--- src/rtl/alu_exec.sv ---
// ---------------------------------------------------------------------------
// alu_exec -- 8-bit execute unit with valid/ready handshakes on both sides.
//
// One-hot op select (active[n] selects op n):
//   0 ADD, 1 SUB, 2 AND, 3 OR, 4 XOR, 5 NOT a, 6 SHL, 7 SHR, 8 ASR, 9 MUL,
//   10 INC, 11 DEC, 12 CMP, 13 PASS a, 14 PASS b, 15 NOP.
// Any select pattern that is not exactly one-hot returns result 0 with err.
//
// Build option: define ALU_MUL_EN to include the iterative 8x8 shift-add
// multiplier (BUSY state, 9-cycle latency). Without it, MUL is illegal and
// all BUSY logic is compiled out.
//
// Ports:
//   clk        rising-edge clock
//   rst        synchronous, active-high reset
//   active     [15:0] one-hot op select, sampled on input transfer
//   a, b       [7:0]  operands, sampled on input transfer
//   in_valid   input-side valid
//   in_ready   input-side ready (IDLE, or DONE with out_ready high)
//   result     [15:0] zero-extended result (full product for MUL)
//   flags      [3:0]  {err, ovf, carry, zero}
//   out_valid  output-side valid (DONE)
//   out_ready  output-side ready
// ---------------------------------------------------------------------------
module alu_exec (
    input  logic        clk,
    input  logic        rst,
    input  logic [15:0] active,
    input  logic [7:0]  a,
    input  logic [7:0]  b,
    input  logic        in_valid,
    output logic        in_ready,
    output logic [15:0] result,
    output logic [3:0]  flags,
    output logic        out_valid,
    input  logic        out_ready
);

    localparam int DATA_W = 8;

`ifdef ALU_MUL_EN
    typedef enum logic [1:0] {IDLE = 2'd0, BUSY = 2'd1, DONE = 2'd2} state_t;
`else
    typedef enum logic [1:0] {IDLE = 2'd0, DONE = 2'd2} state_t;
`endif

    state_t state, state_d, accept_state;

    function automatic logic is_onehot(input logic [15:0] v);
        return (v != '0) && ((v & (v - 16'd1)) == '0);
    endfunction

    logic                     sel_onehot;
    logic                     legal;
    logic                     is_mul;
    logic                     in_xfer;
    logic [3:0]               op_idx;
    logic signed [DATA_W-1:0] a_s;
    logic [DATA_W:0]          sum_x, dif_x, inc_x, dec_x;
    logic                     add_ovf, sub_ovf;
    logic [DATA_W-1:0]        res8;
    logic                     is_cmp;
    logic                     alu_err, alu_ovf, alu_carry, alu_zero;

    assign a_s     = a;
    assign sum_x   = {1'b0, a} + {1'b0, b};
    assign dif_x   = {1'b0, a} - {1'b0, b};
    assign inc_x   = {1'b0, a} + 9'd1;
    assign dec_x   = {1'b0, a} - 9'd1;
    // Signed overflow: operands agree (ADD) / differ (SUB) in sign and the
    // result sign differs from a.
    assign add_ovf = (a[7] == b[7]) && (sum_x[7] != a[7]);
    assign sub_ovf = (a[7] != b[7]) && (dif_x[7] != a[7]);

    assign sel_onehot = is_onehot(active);
`ifdef ALU_MUL_EN
    assign legal        = sel_onehot;
    assign is_mul       = sel_onehot & active[9];
    assign accept_state = is_mul ? BUSY : DONE;
`else
    // Without the multiplier a MUL select is simply another illegal pattern.
    assign legal        = sel_onehot & ~active[9];
    assign is_mul       = 1'b0;
    assign accept_state = DONE;
`endif

    always_comb begin
        op_idx = '0;
        for (int i = 0; i < 16; i++) begin
            if (active[i]) op_idx = i[3:0];
        end
    end

    // Single-cycle ALU evaluated on the live inputs; captured only on transfer.
    always_comb begin
        res8      = '0;
        is_cmp    = 1'b0;
        alu_err   = 1'b0;
        alu_ovf   = 1'b0;
        alu_carry = 1'b0;
        alu_zero  = 1'b0;
        if (!legal) begin
            alu_err = 1'b1;
        end else begin
            case (op_idx)
                4'd0:  begin res8 = sum_x[7:0]; alu_carry = sum_x[8]; alu_ovf = add_ovf; end
                4'd1:  begin res8 = dif_x[7:0]; alu_carry = dif_x[8]; alu_ovf = sub_ovf; end
                4'd2:  res8 = a & b;
                4'd3:  res8 = a | b;
                4'd4:  res8 = a ^ b;
                4'd5:  res8 = ~a;
                4'd6:  res8 = a << b[2:0];
                4'd7:  res8 = a >> b[2:0];
                4'd8:  res8 = a_s >>> b[2:0];
                4'd10: begin res8 = inc_x[7:0]; alu_carry = inc_x[8]; alu_ovf = ~a[7] & inc_x[7]; end
                4'd11: begin res8 = dec_x[7:0]; alu_carry = dec_x[8]; alu_ovf = a[7] & ~dec_x[7]; end
                4'd12: begin is_cmp = 1'b1; alu_carry = dif_x[8]; alu_ovf = sub_ovf; end
                4'd13: res8 = a;
                4'd14: res8 = b;
                default: res8 = '0;
            endcase
        end
        if (alu_err)     alu_zero = 1'b0;
        else if (is_cmp) alu_zero = (a == b);
        else             alu_zero = (res8 == '0);
    end

`ifdef ALU_MUL_EN
    logic [15:0] mcand;
    logic [7:0]  mplier;
    logic [15:0] acc, acc_next;
    logic [2:0]  cnt;
    logic        mul_last;

    assign acc_next = acc + (mplier[0] ? mcand : 16'h0000);
    assign mul_last = (state == BUSY) && (cnt == 3'd7);
`endif

    // FSM state register
    always_ff @(posedge clk) begin
        if (rst) state <= IDLE;
        else     state <= state_d;
    end

    // FSM next-state and handshake outputs
    always_comb begin
        state_d   = state;
        in_ready  = 1'b0;
        out_valid = 1'b0;
        case (state)
            IDLE: begin
                in_ready = 1'b1;
                if (in_valid) state_d = accept_state;
            end
`ifdef ALU_MUL_EN
            BUSY: begin
                if (mul_last) state_d = DONE;
            end
`endif
            DONE: begin
                out_valid = 1'b1;
                in_ready  = out_ready;
                if (out_ready) state_d = in_valid ? accept_state : IDLE;
            end
            default: state_d = IDLE;
        endcase
    end

    assign in_xfer = in_valid & in_ready;

    // Result/flag registers and multiplier iteration state
    always_ff @(posedge clk) begin
        if (rst) begin
            result <= '0;
            flags  <= '0;
`ifdef ALU_MUL_EN
            mcand  <= '0;
            mplier <= '0;
            acc    <= '0;
            cnt    <= '0;
`endif
        end else begin
            if (in_xfer && !is_mul) begin
                result <= {8'h00, res8};
                flags  <= {alu_err, alu_ovf, alu_carry, alu_zero};
            end
`ifdef ALU_MUL_EN
            if (in_xfer && is_mul) begin
                mcand  <= {8'h00, a};
                mplier <= b;
                acc    <= '0;
                cnt    <= '0;
            end else if (state == BUSY) begin
                acc    <= acc_next;
                mcand  <= mcand << 1;
                mplier <= mplier >> 1;
                cnt    <= cnt + 3'd1;
                if (mul_last) begin
                    result <= acc_next;
                    flags  <= {3'b000, (acc_next == 16'h0000)};
                end
            end
`endif
        end
    end

endmodule

--- config.mk ---
export PLATFORM = sky130hd
export DESIGN_NAME = alu_exec
export DESIGN_NICKNAME = d
export VERILOG_FILES = /design/src/rtl/alu_exec.sv
export SDC_FILE = /design/constraint.sdc
export NUM_CORES = 1
export LEC_CHECK = 0
export BUFFER_PORTS_ARGS = -buffer_cell sky130_fd_sc_hd__buf_2
export CAP_MARGIN = 25
export CELL_PAD_IN_SITES_DETAIL_PLACEMENT = 0
export CELL_PAD_IN_SITES_GLOBAL_PLACEMENT = 1
export CORE_MARGIN = 2
export CORE_UTILIZATION = 39
export DETAILED_ROUTE_END_ITERATION = 8
export PLACE_DENSITY_LB_ADDON = 0.1
export SKIP_CTS_REPAIR_TIMING = 1
export SYNTH_ARGS = -nofsm -noshare
export SYNTH_HDL_FRONTEND = slang
export SYNTH_SLANG_ARGS = --single-unit
--- constraint.sdc ---
create_clock -name clk -period 7.65 [get_ports clk]
set_input_delay 0.765 -clock clk [delete_from_list [all_inputs] [get_ports clk]]
set_output_delay 0.765 -clock clk [all_outputs]
set_load 0.03 [all_outputs]
==> results of run 1 <==
## cells by family (layout without fill, tap and decap cells)
family                   count (synthesis)  in the layout  share of synthesized area [%]
AO/OA/AOI/OAI                          181            181                           33.7
XOR/XNOR                                11             11                           2.51
adder cells (fa/ha/maj)                 31             31                           10.5
buffers and inverters                   84             92                           12.0
flip-flops                              13             13                           6.77
multiplexers                            14             14                           6.02
other                                    1              8                         0.0975
AND/OR/NAND/NOR                        203            203                           28.4
## worst max-delay path: cells and delay by family
family                     cells  cell delay [ns]
adders and majority gates      1             0.56
xor gates and xnor gates       1             0.16
AOI/OAI and AO/OA              5             1.08
buffers and inverters          2             0.70
and+or+nand+nor                3             0.82
## path summary, 6_finish.rpt
| path | start | cells past startpoint | endpoint |
|---|---|---|---|
| min reg2reg | flags[1]$_SDFFE_PP0P_ | 2 | flags[1]$_SDFFE_PP0P_ |
| min | flags[1]$_SDFFE_PP0P_ | 2 | flags[1]$_SDFFE_PP0P_ |
| max | b[2] | 12 | flags[0]$_SDFFE_PP0P_ |
| max reg2reg | state[1]$_SDFFE_PP0P_ | 7 | flags[0]$_SDFFE_PP0P_ |
## placed cells by master, fill, tap and decap left out, types with 7 or more instances in the layout
master / synthesis / final
conb_1: 1 / 8
nand3_1: 24 / 24
mux4_2: 7 / 7
nand2_1: 36 / 36
a21oi_1: 47 / 47
buf_2: 7 / 49
nor2_1: 49 / 49
xnor2_1: 10 / 10
or3_1: 7 / 7
ha_1: 29 / 29
a31oi_1: 7 / 7
dfxtp_1: 13 / 13
inv_1: 33 / 33
nor3_1: 20 / 20
nor4_1: 18 / 18
o211ai_1: 8 / 8
o21ai_0: 32 / 32
o22ai_1: 7 / 7
## cell type report
type | count | area (um2) | area share [%]
repair buffers | 52 | 268 | 6.65
clock buffers | 4 | 45.0 | 1.12
multi-input cells | 448 | 3150 | 78.3
flip-flops and latches | 13 | 260 | 6.47
well taps | 133 | 166 | 4.13
inverters | 36 | 135 | 3.36
## synthesized netlist by cell type (5+ instances only)
master	number	area share, %
nor2_1	49	4.8
a21oi_1	47	6.1
nand2_1	36	3.5
inv_1	33	3.2
o21ai_0	32	4.2
ha_1	29	9.4
nand3_1	24	3.1
nor3_1	20	2.6
clkbuf_1	18	1.8
nor4_1	18	2.9
dfxtp_1	13	6.8
buf_4	10	2.0
xnor2_1	10	2.3
o211ai_1	8	1.6
a31oi_1	7	1.1
buf_2	7	0.91
mux4_2	7	4.1
o22ai_1	7	1.1
or3_1	7	1.1
nand2b_1	6	0.98
or4_1	6	1.2
a211oi_1	5	0.98
buf_6	5	1.5
nand4_1	5	0.81
nor2b_1	5	0.81
## state kept, by name, indices dropped and copies added, names as in the netlist
name    cells
flags       4
result      8
state       1
## layer usage
metal	up-vias	part of all wire [%]	GRT usage [%]
met3	66	7.5	3.23
li1	2045	-	-
met5	-	0	0
met1	2091	42	37.6
met4	0	6.4	16.2
met2	261	44	45.4
## power by group through the flow
stage / Combinational [mW] / Sequential, mW / Clock [mW]
after floorplan: 0.145 / 0.0718 / 0
after global placement: 0.200 / 0.0702 / 0
after detailed placement: 0.200 / 0.0703 / 0
after CTS: 0.201 / 0.0688 / 0.0629
after global routing: 0.220 / 0.0690 / 0.0655
final: 0.205 / 0.0688 / 0.0611
## per-stage QoR
step | worst slack, ns | util, % | instances | instance area, um2 | hold slack (ns)
2_1_floorplan | 4.22 | - | 545 | 3870 | 0.576
3_3_place_gp | 3.63 | 41.1 | 682 | 3980 | 0.441
3_5_place_dp | 3.55 | 41.1 | 682 | 3980 | 0.442
4_1_cts | 3.78 | 41.6 | 686 | 4030 | 0.450
5_1_grt | 3.50 | 41.6 | 686 | 4030 | 0.467
6_report | 3.73 | 41.6 | 686 | 4030 | 0.445
==> summary.md, run 1 <==
| Metric | Value |
|---|---|
| Die Span Y | 103 um |
| Crit Path Category | primary input to flip-flop |
| RSZ-0062 raised after global routing | no |
| Fillers | 1057 |
| DR vias/cell | 6.51 |
| Overall global routing resource usage | 28.6% |
| Power density cells | 83.1 nW/um2 |
| Worst vdd ir | 0.0000545 V |
| Worst-path clk slew | 0.05 ns |
| Int Pwr | 173 uW |
| Share of cells above drive strength 1 | 18.4% |
| Post-synth cell types | 95 |
| Avg Synthesized Cell Area | 7.15 um2 |
| Detailed-route DRC error count | 0 |
| Total Power | 335 uW |
| Core Region | 9680 um2 |
| Row count | 36 |
| Max-slew violation count | 0 |
| Clk sinks | 13 |
| Number of antenna violations at the first check in global routing | 0 |
| Setup TNS Final | 0 ns |
| Antenna-violating nets left | 0 |
| Crit. End Element | flip-flop |
| Longest Clk Path Bufs | 2 |
| Actual slew at the worst max-slew pin | 0.874 ns |
| Crit path cell chain | buf_2 -> clkinv_1 -> ha_1 -> nand2b_1 -> a21oi_1 -> a21boi_0 -> xnor2_1 -> nor2_1 -> or4_4 -> o41ai_2 -> o2111ai_1 -> o21ai_1 |
| WL/cell | 22.2 um |
| TritonCTS clock tree | built |
| Sw Share | 48.4% |
| Hold Crit Class | flip-flop to flip-flop |
| Crit-path max cell delay | 0.56 ns |
| Die ar. | 10700 um2 |
| Initial DRC Count | 518 |
| Post-synth EDFFs | 0 |
| Clk Latency, worst-skew pair | 0.24 ns |
| Status | finished clean |
| Dpl hpwl | 11900 um |
| Area delta synth->final | 4.69% |
| GRT overflow | 0 |
| Register area share after synthesis | 6.77% |
| Final clock skew | 0.000697 ns |
| Post-Syn Instances | 538 |
| Crit path required time | 7.83 ns |
| Worst-path maximum fanout | 21 |
| Vias in the first global route | 4100 |
| Nets | 621 |
| Initial Util | 39.7% |
| Die width | 103 um |
| First-pass GRT wire length | 23100 um |
| Top FF cell, synth | dfxtp_1 |
| Final setup violation count | 0 |
| FFs w/ async S/R, synth | 0% |
| Max Fclk | 255 MHz |
| Reg2Reg Setup Slack | 5.94 ns |
| P_sw | 162 uW |
| Drt pass-1 iters | 5 |
| MaxCap Viol Count | 0 |
| Cts bufs inserted | 3 |
| Final min period | 3.92 ns |
| Routability cong. | 1.05 |
| Antenna cells | 0 |
| Period utilization | 51.2% |
| Clock share of power | 18.3% |
| Synth Cell Area | 3840 um2 |
| Total Wirelength | 15200 um |
| CTS H-tree lvls | 1 |
| Seq pwr share | 20.6% |
| #FFs+latches synth | 13 |
| Final hold vios | 0 |
| P_leak | 1.53 nW |
| Rel. slew slack | 41.3% |
| Clock root cell | clkbuf_8 |
| Setup crit start kind | primary input |
| Largest net degree at the start of global routing | 25 |
| CP max-delay cell | ha_1 |
| Data arrival, critical path | 4.09 ns |
| Port Buf Inserts | 49 |
| Combinational power share | 61.2% |
| # IOs | 58 |
| Via Count | 4463 |
| Yosys warning count | 0 |
No activity file was read; power rests on OpenSTA's default activity.
==> run 2, diff against run 1 <==
- clock period: 7.65 -> 4.09 ns (I/O delays scaled with it)
==> run 2 against run 1 <==
Compared with the run above: sequential share of layout area is 0.060 points lower; core utilization up 0.39 points; sequential cell count stayed put; cell count is 0.73% higher; cell area grew 0.93%; routed wire length up 4.2%; first-iteration DRC count down 22%; via count grew 0.20%; critical endpoint unchanged; count of clock-buffer cells in the layout stayed put; non-clock buffer count is 5 higher; combinational power grew 91%.
==> summary.md, run 2 (synthesis results as in run 1) <==
| Metric | Value |
|---|---|
| Status | finished clean |
| Commonest non-fill, non-tap cells in the layout | nor2_1, buf_2, a21oi_1, nand2_1, inv_1 |
| DR vias/cell | 6.47 |
| Max Fclk | 293 MHz |
| Final core occ | 42.0% |
| Clk Latency, worst-skew pair | 0.24 ns |
| FF+latch area | 260 um2 |
| Crit. End Element | flip-flop |
| Final setup violation count | 0 |
| P_leak | 1.55 nW |
| WL/cell | 22.9 um |
| Final min period | 3.42 ns |
| Clk sinks | 13 |
| Antenna-violating nets left | 0 |
| Actual slew at the worst max-slew pin | 0.775 ns |
| Rel. slew slack | 48.0% |
| Initial DRC Count | 403 |
| Crit path required time | 4.27 ns |
| Final clock skew | 0.00269 ns |
| Largest net degree at the start of global routing | 25 |
| Worst-path maximum fanout | 24 |
| First-pass GRT wire length | 24500 um |
| Core Region | 9680 um2 |
| Setup TNS Final | 0 ns |
| Nets | 626 |
| Multi-input gate area | 3150 um2 |
| Hold Crit Class | primary input to flip-flop |
| Bufs and invs on worst path | 2 |
| CP max-delay cell | ha_1 |
| # IOs | 58 |
| Max-slew violation count | 0 |
| Die ar. | 10700 um2 |
| Via Count | 4472 |
| Max reg flops | 8 |
| Detailed-route DRC error count | 0 |
| CTS H-tree lvls | 1 |
| Crit path setup slack, layout | 0.675 ns |
| Crit path cell chain | buf_2 -> inv_2 -> ha_1 -> o21ba_2 -> or4_1 -> and4_1 -> o21ai_0 -> a21o_1 -> nand3_1 -> o41ai_2 -> o2111ai_1 -> o21ai_1 |
| Dpl hpwl | 12400 um |
| Final hold vios | 0 |
| Most flop-heavy register | result |
| Worst-path clk slew | 0.05 ns |
| Cts bufs inserted | 3 |
| Initial Util | 39.7% |
| Worst vdd ir | 0.000109 V |
| Setup crit start kind | primary input |
| Dpl ws | 0.502 ns |
| Crit Path Category | primary input to flip-flop |
| Period utilization | 83.5% |
| Antenna cells | 0 |
| Total Power | 634 uW |
| Vias in the first global route | 4172 |
| Routability cong. | 1.03 |
| Hold slack | 0.414 ns |
| Clock root cell | clkbuf_8 |
| Share of cells above drive strength 1 | 19.2% |
| TritonCTS clock tree | built |
| Total Wirelength | 15800 um |
| Fillers | 1061 |
| Overall global routing resource usage | 30.4% |
| Port Buf Inserts | 49 |
| Row count | 36 |
| Largest registers | result x8, flags x4, state x1 |
| GRT overflow | 0 |
| MaxCap Viol Count | 0 |
| Number of antenna violations at the first check in global routing | 0 |
| Die Span Y | 103 um |
| RSZ-0062 raised after global routing | no |
| Drt pass-1 iters | 5 |
| Area delta synth->final | 5.66% |
| Delay-heaviest family, CP | compound AO/OA/AOI/OAI gates |
| Power density cells | 156 nW/um2 |
| Crit-path max cell delay | 0.45 ns |
| Data arrival, critical path | 3.59 ns |
| Die width | 103 um |
| Longest Clk Path Bufs | 2 |
[run 2: report_power, final]
part	switching [mW]	internal [mW]
clock	0.0463	0.0689
combinational	0.262	0.128
sequential	0.000548	0.128
[run 2: metrics by stage]
| step | std cells | instance area (um2) |
|---|---|---|
| floorplan | 545 | 3870 |
| global placement | 687 | 4020 |
| detailed placement | 687 | 4020 |
| CTS | 691 | 4060 |
| global route | 691 | 4060 |
| finish | 691 | 4060 |
[run 2: layer usage]
metal,part of all wire [%],wire (um),vias to the layer above,track usage (%)
met5,0,0,-,0
met4,5.7,905,0,14.4
met3,7.3,1160,61,2.89
met2,45,7210,264,49.1
met1,41,6580,2093,40.7
li1,-,-,2054,-
[run 2: path summary, 6_finish.rpt]
kind / from / end / slack, ns / cells after the start
worst max-delay path: b[1] / flags[0]$_SDFFE_PP0P_ / 0.67 / 12
worst min-delay path: in_valid / state[1]$_SDFFE_PP0P_ / 0.41 / 3
worst max register to register: state[1]$_SDFFE_PP0P_ / flags[0]$_SDFFE_PP0P_ / 2.32 / 7
worst min register to register: result[2]$_SDFFE_PP0P_ / result[2]$_SDFFE_PP0P_ / 0.45 / 2
[run 2: tightest hold or removal path: cells and delay by family]
kind                   cells  cell delay [ns]
buffers and inverters      2             0.15
AO/OA/AOI/OAI              1             0.05
[run 2: cell type report]
type	instances	share of cell area [%]
Inverter	36	3.33
Sequential cell	13	6.41
Tap cell	133	4.10
Multi-Input combinational cell	448	77.5
Timing Repair Buffer	57	7.51
Clock buffer	4	1.11
